`src/rtl/acumulador_controlado_pkg.sv`:
```
// rtl/acumulador_controlado_pkg.sv - shared types and constants for the accumulator and its adder
package acumulador_controlado_pkg;

    localparam int LARGURA_PADRAO = 5;

    typedef enum logic [0:0] {
        ACUMULANDO = 1'b0,
        ENTREGANDO = 1'b1
    } estado_t;

endpackage

```
`src/rtl/acumulador_controlado_if.sv`:
```
// rtl/acumulador_controlado_if.sv - operand input and result output handshakes of the accumulator
interface acumulador_controlado_if
    import acumulador_controlado_pkg::*;
#(
    parameter int LARGURA = LARGURA_PADRAO
);
    logic               entrada_valida;
    logic               entrada_pronta;
    logic [LARGURA-1:0] dado;
    logic               subtrair;
    logic               saida_valida;
    logic               saida_pronta;
    logic [LARGURA-1:0] resultado;
    logic               carry;
    logic               estouro;

    modport master (
        output entrada_valida, dado, subtrair, saida_pronta,
        input  entrada_pronta, saida_valida, resultado, carry, estouro
    );

    modport slave (
        input  entrada_valida, dado, subtrair, saida_pronta,
        output entrada_pronta, saida_valida, resultado, carry, estouro
    );
endinterface

```
`src/rtl/acumulador_controlado_unidade_aritmetica.sv`:
```
// rtl/acumulador_controlado_unidade_aritmetica.sv - combinational ripple-carry adder
module unidade_aritmetica
    import acumulador_controlado_pkg::*;
#(
    parameter int LARGURA = LARGURA_PADRAO
) (
    input  logic [LARGURA-1:0] a,
    input  logic [LARGURA-1:0] b,
    input  logic               cin,
    output logic [LARGURA-1:0] soma,
    output logic               cout
);
    logic [LARGURA:0] c;

    assign c[0] = cin;

    for (genvar i = 0; i < LARGURA; i++) begin : g_fa
        assign soma[i] = a[i] ^ b[i] ^ c[i];
        assign c[i+1]  = (a[i] & b[i]) | (c[i] & (a[i] ^ b[i]));
    end

    assign cout = c[LARGURA];
endmodule

```
`src/rtl/acumulador_controlado.sv`:
```
// rtl/acumulador_controlado.sv - accumulates N operands (add/sub) then holds result with sticky flags
module acumulador_controlado
    import acumulador_controlado_pkg::*;
#(
    parameter int LARGURA     = LARGURA_PADRAO,
    parameter int N_OPERANDOS = 4
) (
    input  logic                     clock,
    input  logic                     reset,
    acumulador_controlado_if.slave   bus
);
    localparam int CW = $clog2(N_OPERANDOS + 1);
    localparam logic [CW-1:0] ULTIMO = CW'(N_OPERANDOS - 1);

    estado_t            estado;
    estado_t            proximo;
    logic [LARGURA-1:0] acc;
    logic [CW-1:0]      contador;
    logic               carry_r;
    logic               estouro_r;

    logic [LARGURA-1:0] b;
    logic [LARGURA-1:0] soma;
    logic               cout;
    logic               aceita;
    logic               entrega;
    logic               ovf_agora;

    // Subtraction is acc + ~dado + 1, so the adder's carry-in doubles as the "+1".
    assign b = bus.subtrair ? ~bus.dado : bus.dado;

    unidade_aritmetica #(.LARGURA(LARGURA)) u_soma (
        .a    (acc),
        .b    (b),
        .cin  (bus.subtrair),
        .soma (soma),
        .cout (cout)
    );

    assign aceita    = (estado == ACUMULANDO) && bus.entrada_valida;
    assign entrega   = (estado == ENTREGANDO) && bus.saida_pronta;
    assign ovf_agora = (acc[LARGURA-1] == b[LARGURA-1]) && (soma[LARGURA-1] != acc[LARGURA-1]);

    always_ff @(posedge clock) begin
        if (reset) begin
            estado <= ACUMULANDO;
        end else begin
            estado <= proximo;
        end
    end

    always_comb begin
        proximo = estado;
        case (estado)
            ACUMULANDO: if (aceita && (contador == ULTIMO)) proximo = ENTREGANDO;
            ENTREGANDO: if (bus.saida_pronta) proximo = ACUMULANDO;
            default:    proximo = ACUMULANDO;
        endcase
    end

    always_comb begin
        bus.entrada_pronta = 1'b0;
        bus.saida_valida   = 1'b0;
        case (estado)
            ACUMULANDO: bus.entrada_pronta = 1'b1;
            ENTREGANDO: bus.saida_valida   = 1'b1;
            default:    bus.entrada_pronta = 1'b0;
        endcase
    end

    // A completed delivery clears everything so the next batch starts from zero.
    always_ff @(posedge clock) begin
        if (reset || entrega) begin
            acc       <= '0;
            contador  <= '0;
            carry_r   <= 1'b0;
            estouro_r <= 1'b0;
        end else if (aceita) begin
            acc       <= soma;
            contador  <= contador + CW'(1);
            carry_r   <= carry_r | (bus.subtrair ? ~cout : cout);
            estouro_r <= estouro_r | ovf_agora;
        end
    end

    assign bus.resultado = acc;
    assign bus.carry     = carry_r;
    assign bus.estouro   = estouro_r;
endmodule
```
`src/flat_wrapper.sv`:
```
// flat-port wrapper written by rule: the top's interface ports become plain ports
module acumulador_controlado_flat import acumulador_controlado_pkg::*;
#(
    parameter int LARGURA     = LARGURA_PADRAO,
    parameter int N_OPERANDOS = 4
)
  (clock, reset, bus_entrada_valida, bus_dado, bus_subtrair, bus_saida_pronta, bus_entrada_pronta, bus_saida_valida, bus_resultado, bus_carry, bus_estouro);
  acumulador_controlado_if #(.LARGURA(LARGURA)) bus_i ();
  input  logic clock;
  input  logic reset;
  input wire logic [$bits(bus_i.entrada_valida)-1:0] bus_entrada_valida;
  input wire logic [$bits(bus_i.dado)-1:0] bus_dado;
  input wire logic [$bits(bus_i.subtrair)-1:0] bus_subtrair;
  input wire logic [$bits(bus_i.saida_pronta)-1:0] bus_saida_pronta;
  output wire logic [$bits(bus_i.entrada_pronta)-1:0] bus_entrada_pronta;
  output wire logic [$bits(bus_i.saida_valida)-1:0] bus_saida_valida;
  output wire logic [$bits(bus_i.resultado)-1:0] bus_resultado;
  output wire logic [$bits(bus_i.carry)-1:0] bus_carry;
  output wire logic [$bits(bus_i.estouro)-1:0] bus_estouro;
  assign bus_i.entrada_valida = bus_entrada_valida;
  assign bus_i.dado = bus_dado;
  assign bus_i.subtrair = bus_subtrair;
  assign bus_i.saida_pronta = bus_saida_pronta;
  assign bus_entrada_pronta = bus_i.entrada_pronta;
  assign bus_saida_valida = bus_i.saida_valida;
  assign bus_resultado = bus_i.resultado;
  assign bus_carry = bus_i.carry;
  assign bus_estouro = bus_i.estouro;
  acumulador_controlado #(.LARGURA(LARGURA), .N_OPERANDOS(N_OPERANDOS)) u_core (.clock(clock), .reset(reset), .bus(bus_i));
endmodule
```
`config.mk`:
```
export PLATFORM = sky130hd
export DESIGN_NAME = acumulador_controlado_flat
export DESIGN_NICKNAME = d
export VERILOG_FILES = /design/src/rtl/acumulador_controlado_pkg.sv /design/src/rtl/acumulador_controlado_if.sv /design/src/rtl/acumulador_controlado_unidade_aritmetica.sv /design/src/rtl/acumulador_controlado.sv /design/src/flat_wrapper.sv
export SDC_FILE = /design/constraint.sdc
export NUM_CORES = 1
export LEC_CHECK = 0
export BUFFER_PORTS_ARGS = -buffer_cell sky130_fd_sc_hd__buf_2
export CAP_MARGIN = 10
export CORE_AREA = 2 2 39 41
export CTS_CLUSTER_DIAMETER = 200
export DETAILED_ROUTE_END_ITERATION = 7
export DIE_AREA = 0 0 41 43
export GPL_TIMING_DRIVEN = 0
export PLACE_DENSITY = 0.75
export SETUP_SLACK_MARGIN = 0.1
export SLEW_MARGIN = 20
export SYNTH_ARGS = -nofsm -noshare
export SYNTH_HDL_FRONTEND = slang
export SYNTH_SLANG_ARGS = --single-unit
```
`constraint.sdc`:
```
create_clock -name clock -period 7.61 [get_ports clock]
set_input_delay 1.1415 -clock clock [delete_from_list [all_inputs] [get_ports clock]]
set_output_delay 1.1415 -clock clock [all_outputs]
set_load 0.005 [all_outputs]
```
After elaboration in Yosys (flattened, before gate mapping)
Cells that the tools add are included.
- muxes and demuxes: 7
- bitwise operators: 30
- equality and inequality tests: 3
- reduce and logical (&&, ||, !) cells: 5
- $add $sub $neg: 1
- operators by type and width (operator ; count):
    1-bit bitwise AND ; 10
    1-bit XOR ; 10
    1-bit OR ; 7
    1-bit two-way mux ; 5
    5-bit two-way mux ; 1
    5-bit inverter ; 1
    1-bit logical AND ; 4
    3-bit by 1-bit adder with 3-bit output, second input constant ; 1
    3-bit by 2-bit == test with 1-bit output, second input constant ; 1
    1-bit inverter ; 2
    1-bit one-hot mux with 2 select lines ; 1
    1-bit == test ; 1
    1-bit logical OR ; 1
    1-bit inequality test ; 1
- output and inout port bits: 9
- flip-flop bits (word level): 11

Depth between registers and ports, before layout
- depth in word-level cells: 16
- gate-level depth with buffers: 10

By module
From an unflattened synthesis, not the netlist that was laid out.
- cells, all modules: 73
- area, all modules: 635.6 µm²
- modules (own cells, without submodules) (module ; seq. area each (µm²) ; area each (µm²) ; cells each ; times used):
    acumulador_controlado ; 220.2 ; 498.0 ; 58 ; 1
    unidade_aritmetica ; 0.0 ; 137.6 ; 15 ; 1

Worst setup path after synthesis
Ideal clock, no wire load.
- path kind: input port to flip-flop
- start: input bus_subtrair
- end: register u_core.estouro_r (netlist: u_core.bus.estouro)
- path slack: 4.077 ns
- buffers on the path: 1
- arrival: 3.417 ns
- stages: 10
- cells stage by stage: buf_2 > xnor2_1 > fa_1 > fa_1 > fa_1 > inv_1 > fa_1 > xor2_1 > a31oi_1 > nor2_1
- cells in the longest elaborated chain, start to end: 14
- elaborated cells on any way between the ends: 23
- classes of those cells: 2 x eq/ne; 1 x mux; 19 x bitwise; 1 x reduce/logical
- ends and longest elaborated chain (item ; RTL line ; RTL):
    start, declared ; flat_wrapper.sv:13 ; input wire logic [$bits(bus_i.subtrair)-1:0] bus_subtrair;
    5-bit two-way mux ; acumulador_controlado.sv:30 ; assign b = bus.subtrair ? ~bus.dado : bus.dado;
    1-bit XOR ; acumulador_controlado_unidade_aritmetica.sv:19 ; assign c[i+1] = (a[i] & b[i]) | (c[i] & (a[i] ^ b[i]));
    1-bit bitwise AND ; acumulador_controlado_unidade_aritmetica.sv:19 ;
    1-bit OR ; acumulador_controlado_unidade_aritmetica.sv:19 ;
    1-bit bitwise AND ; acumulador_controlado_unidade_aritmetica.sv:19 ;
    1-bit OR ; acumulador_controlado_unidade_aritmetica.sv:19 ;
    1-bit bitwise AND ; acumulador_controlado_unidade_aritmetica.sv:19 ;
    1-bit OR ; acumulador_controlado_unidade_aritmetica.sv:19 ;
    1-bit bitwise AND ; acumulador_controlado_unidade_aritmetica.sv:19 ;
    1-bit OR ; acumulador_controlado_unidade_aritmetica.sv:19 ;
    1-bit XOR (*) ; acumulador_controlado_unidade_aritmetica.sv:18 ; assign soma[i] = a[i] ^ b[i] ^ c[i];
    named net u_core.soma[4] ; acumulador_controlado.sv:23 ; logic [LARGURA-1:0] soma;
    1-bit inequality test (*) ; acumulador_controlado.sv:42 ; assign ovf_agora = (acc[LARGURA-1] == b[LARGURA-1]) && (soma[LARGURA-1] != acc[LARGURA-1]);
    1-bit logical AND (*) ; acumulador_controlado.sv:42 ;
    1-bit OR (*) ; acumulador_controlado.sv:82 ; estouro_r <= estouro_r | ovf_agora;
    end signal, assigned ; acumulador_controlado.sv:82 ;
    end, declared ; acumulador_controlado.sv:20 ; logic estouro_r;
The timed path passes the listed nets; every way through them passes the cells marked *.
A chain may end at the register's enable or synchronous reset.

Worst setup path after layout
Ends and elaborated chain as after synthesis.

==> results.cfg <==
[setup_path]
worstSetupStartpoint = bus_subtrair
critPathCaptureType = flop
timing.rr.start = u_core.bus.resultado[1]
critical_path_class = in -> reg
reg2regPathDepth = 9
r2r-end = u_core.bus.estouro
cp_max_fo = 6
critical_path.endpoint = u_core.bus.estouro
r2r_slack_ns = 4.98
arrival_ns = 3.52
required_ns = 7.77
cp-start-kind = input pin

[die]
die-width_um = 41
coreArea_mm2 = 0.00138
die_area_mm2 = 0.00176
top_level_ports = 19
fp.dieH_um = 43
placementRows = 14
initial_core_util = 0.458

[synth]
synth_nets = 77
synth-simple-area-share = 0.110
synth_compound_area_frac = 0.108
synthDistinctLibCells = 19
yosysWarnings = 0
synth_top_area_frac = 0.347
syn_inst = 60
ys.flop_type = dfxtp_1
yosysTopAreaCell = dfxtp_1
synthXorXnorAreaFrac = 0.110
synth_area_leaders = dfxtp_1 35%, fa_1 13%, a211oi_2 5.9%, ha_1 5.9%, xnor2_1 5.5%
ys_ff_latch = 11
yosysMostFrequentCell = dfxtp_1
synth_edf_count = 0
synthArstFlopShare = 0
yosys-top-cells-count = 11 x dfxtp_1, 8 x nor2_1, 7 x inv_1
synth_mux_area_frac = 0.0473
synth.avg_cell_area_um2 = 10.6
syn_area_um2 = 634
synthAdderAreaFrac = 0.185
synth_top_family_by_area = adder cells
ys_seq_area_frac = 0.347

[route]
wire_per_inst_um = 10.6
post-route-drc-count = 0
met2_length_um = 525
met1Wirelength_um = 419
dr.pass1.iters = 2
detail-route-antenna-nets = 0
via_per_inst = 4.69
vias = 455
top_layer = met4
finalWirelength_um = 1030
route.met3.wl_um = 58
drt_iter0_markers = 2

[final_layout]
fin_area_um2 = 766
diodes = 0
n_fill_cell = 133
postLayoutCoreUtil = 0.553
area_growth_pct = 20.7
multi_input_area_um2 = 357
regArea_um2 = 220
nNetsFinal = 99
drive_above_1_share = 0.370
fin_cells = 97

[sta]
clock.fmax_mhz = 297
slew_viol_final = 0
post-route-min-period_ns = 3.37
finalHoldViolCount = 0
rsz0062_at_grt = false
worstMarginPinSlew_ns = 0.255
finalClockSkew_ns = 0.00387
setup_viol = 0
slew_headroom = 0.830
fin_crit_sh = 0.442
tns_ns = 0

[status]
outcome = completed

[power_and_ir_drop]
vdd_drop_max_mv = 0.0766
power.density_mw_per_mm2 = 208
p_leak_nw = 0.369
power_mw = 0.159

[clock_network]
clockRootBuffer = clkbuf_4
clock_sinks = 11
cts_buffer_depth = 2
clk_latency_ns = 0.26
cts.clk_slew.worst_paths_ns = 0.07
cts_setup_buffers = 0
cts_tree = done
htree_levels = 1
cts_made_buffers = 3
cts_hold_buf = 0
cts_resized = 0

[placement]
dp_cells = 93
dpl.hpwl_um = 812
dpl-instance-area_um2 = 739
io_buffers = 17
globalplace.congestion = 0.675

[global_routing]
grt_max_degree = 11
overflow = 0
grt_pass1_wl_um = 1760
antenna_found_initial = 0
grt_pass1_vias = 439
grt.total_usage = 0.159

[run]
cap_viol_max_count = 0

[worst_hold_path]
hold_class = reg -> reg
[kinds of logic (layout without fill, tap and decap cells)]
group	Yosys count	in the layout
AO/OA/AOI/OAI	8	8
XOR/XNOR	8	8
adder cells (fa/ha/maj)	7	7
buffers and inverters	10	31
flip-flops	11	11
multiplexers	3	3
AND/OR/NAND/NOR	13	13
[registers in the layout (all words and copies together) (netlist names)]
register	flops
u_core.bus.carry	1
u_core.bus.estouro	1
u_core.contador	3
u_core.estado	1
u_core.bus.resultado	5
[how the worst min path moves through the flow]
stage / from / endpoint / slack [ns] / cells after the start
6_report: u_core.bus.carry / u_core.bus.carry / 0.47 / 2
5_1_grt: u_core.bus.estouro / u_core.bus.estouro / 0.52 / 2
4_1_cts: u_core.bus.carry / u_core.bus.carry / 0.48 / 2
3_5_place_dp: u_core.bus.carry / u_core.bus.carry / 0.46 / 2
3_3_place_gp: u_core.bus.carry / u_core.bus.carry / 0.45 / 2
2_1_floorplan: u_core.bus.carry / u_core.bus.carry / 0.46 / 2
[layout make-up]
| cell class | instances | area share |
|---|---|---|
| Multi-Input combinational cell | 39 | 0.466 |
| Sequential cell | 11 | 0.288 |
| Timing Repair Buffer | 17 | 0.111 |
| Buffer | 3 | 0.0408 |
| Clock buffer | 4 | 0.0343 |
| Inverter | 7 | 0.0343 |
| Tap cell | 16 | 0.0261 |
[cell usage in the layout (no fill, tap or decap)]
cell / instances
clkbuf_1: 1
nor2b_4: 1
xor2_1: 4
inv_1: 7
fa_1: 4
nor2_2: 3
nor2_1: 8
ha_1: 3
buf_6: 1
a211oi_2: 3
nand3b_1: 1
clkbuf_4: 3
xnor2_1: 4
a211oi_1: 1
buf_2: 18
a31oi_1: 1
dfxtp_1: 11
a21oi_1: 2
buf_8: 1
mux2i_1: 3
a21o_1: 1
[power by group]
part / switching [mW] / internal, mW
registers: 0.00615 / 0.0651
clock network: 0.0193 / 0.0202
logic: 0.0237 / 0.0250
total: 0.0491 / 0.110
[routing by layer]
layer,GRT usage,vias up
li1,-,233
met1,0.163,206
met2,0.244,14
met3,0.0471,2
met4,0.140,0
met5,0,-
[stage by stage]
step,hold slack (ns),setup slack [ns]
after floorplan,0.460,4.08
after global placement,0.448,3.99
after detailed placement,0.458,3.95
after CTS,0.478,4.23
after global routing,0.525,4.16
final,0.472,4.24
[worst max-delay path, stage by stage]
cell and delay, ns:
buf_2 0.15, xnor2_1 0.16, fa_1 0.41, fa_1 0.39, fa_1 0.36, inv_1 0.08
fa_1 0.45, xor2_1 0.17, a31oi_1 0.17, nor2_1 0.05
Power figures use the tool's default switching activity.
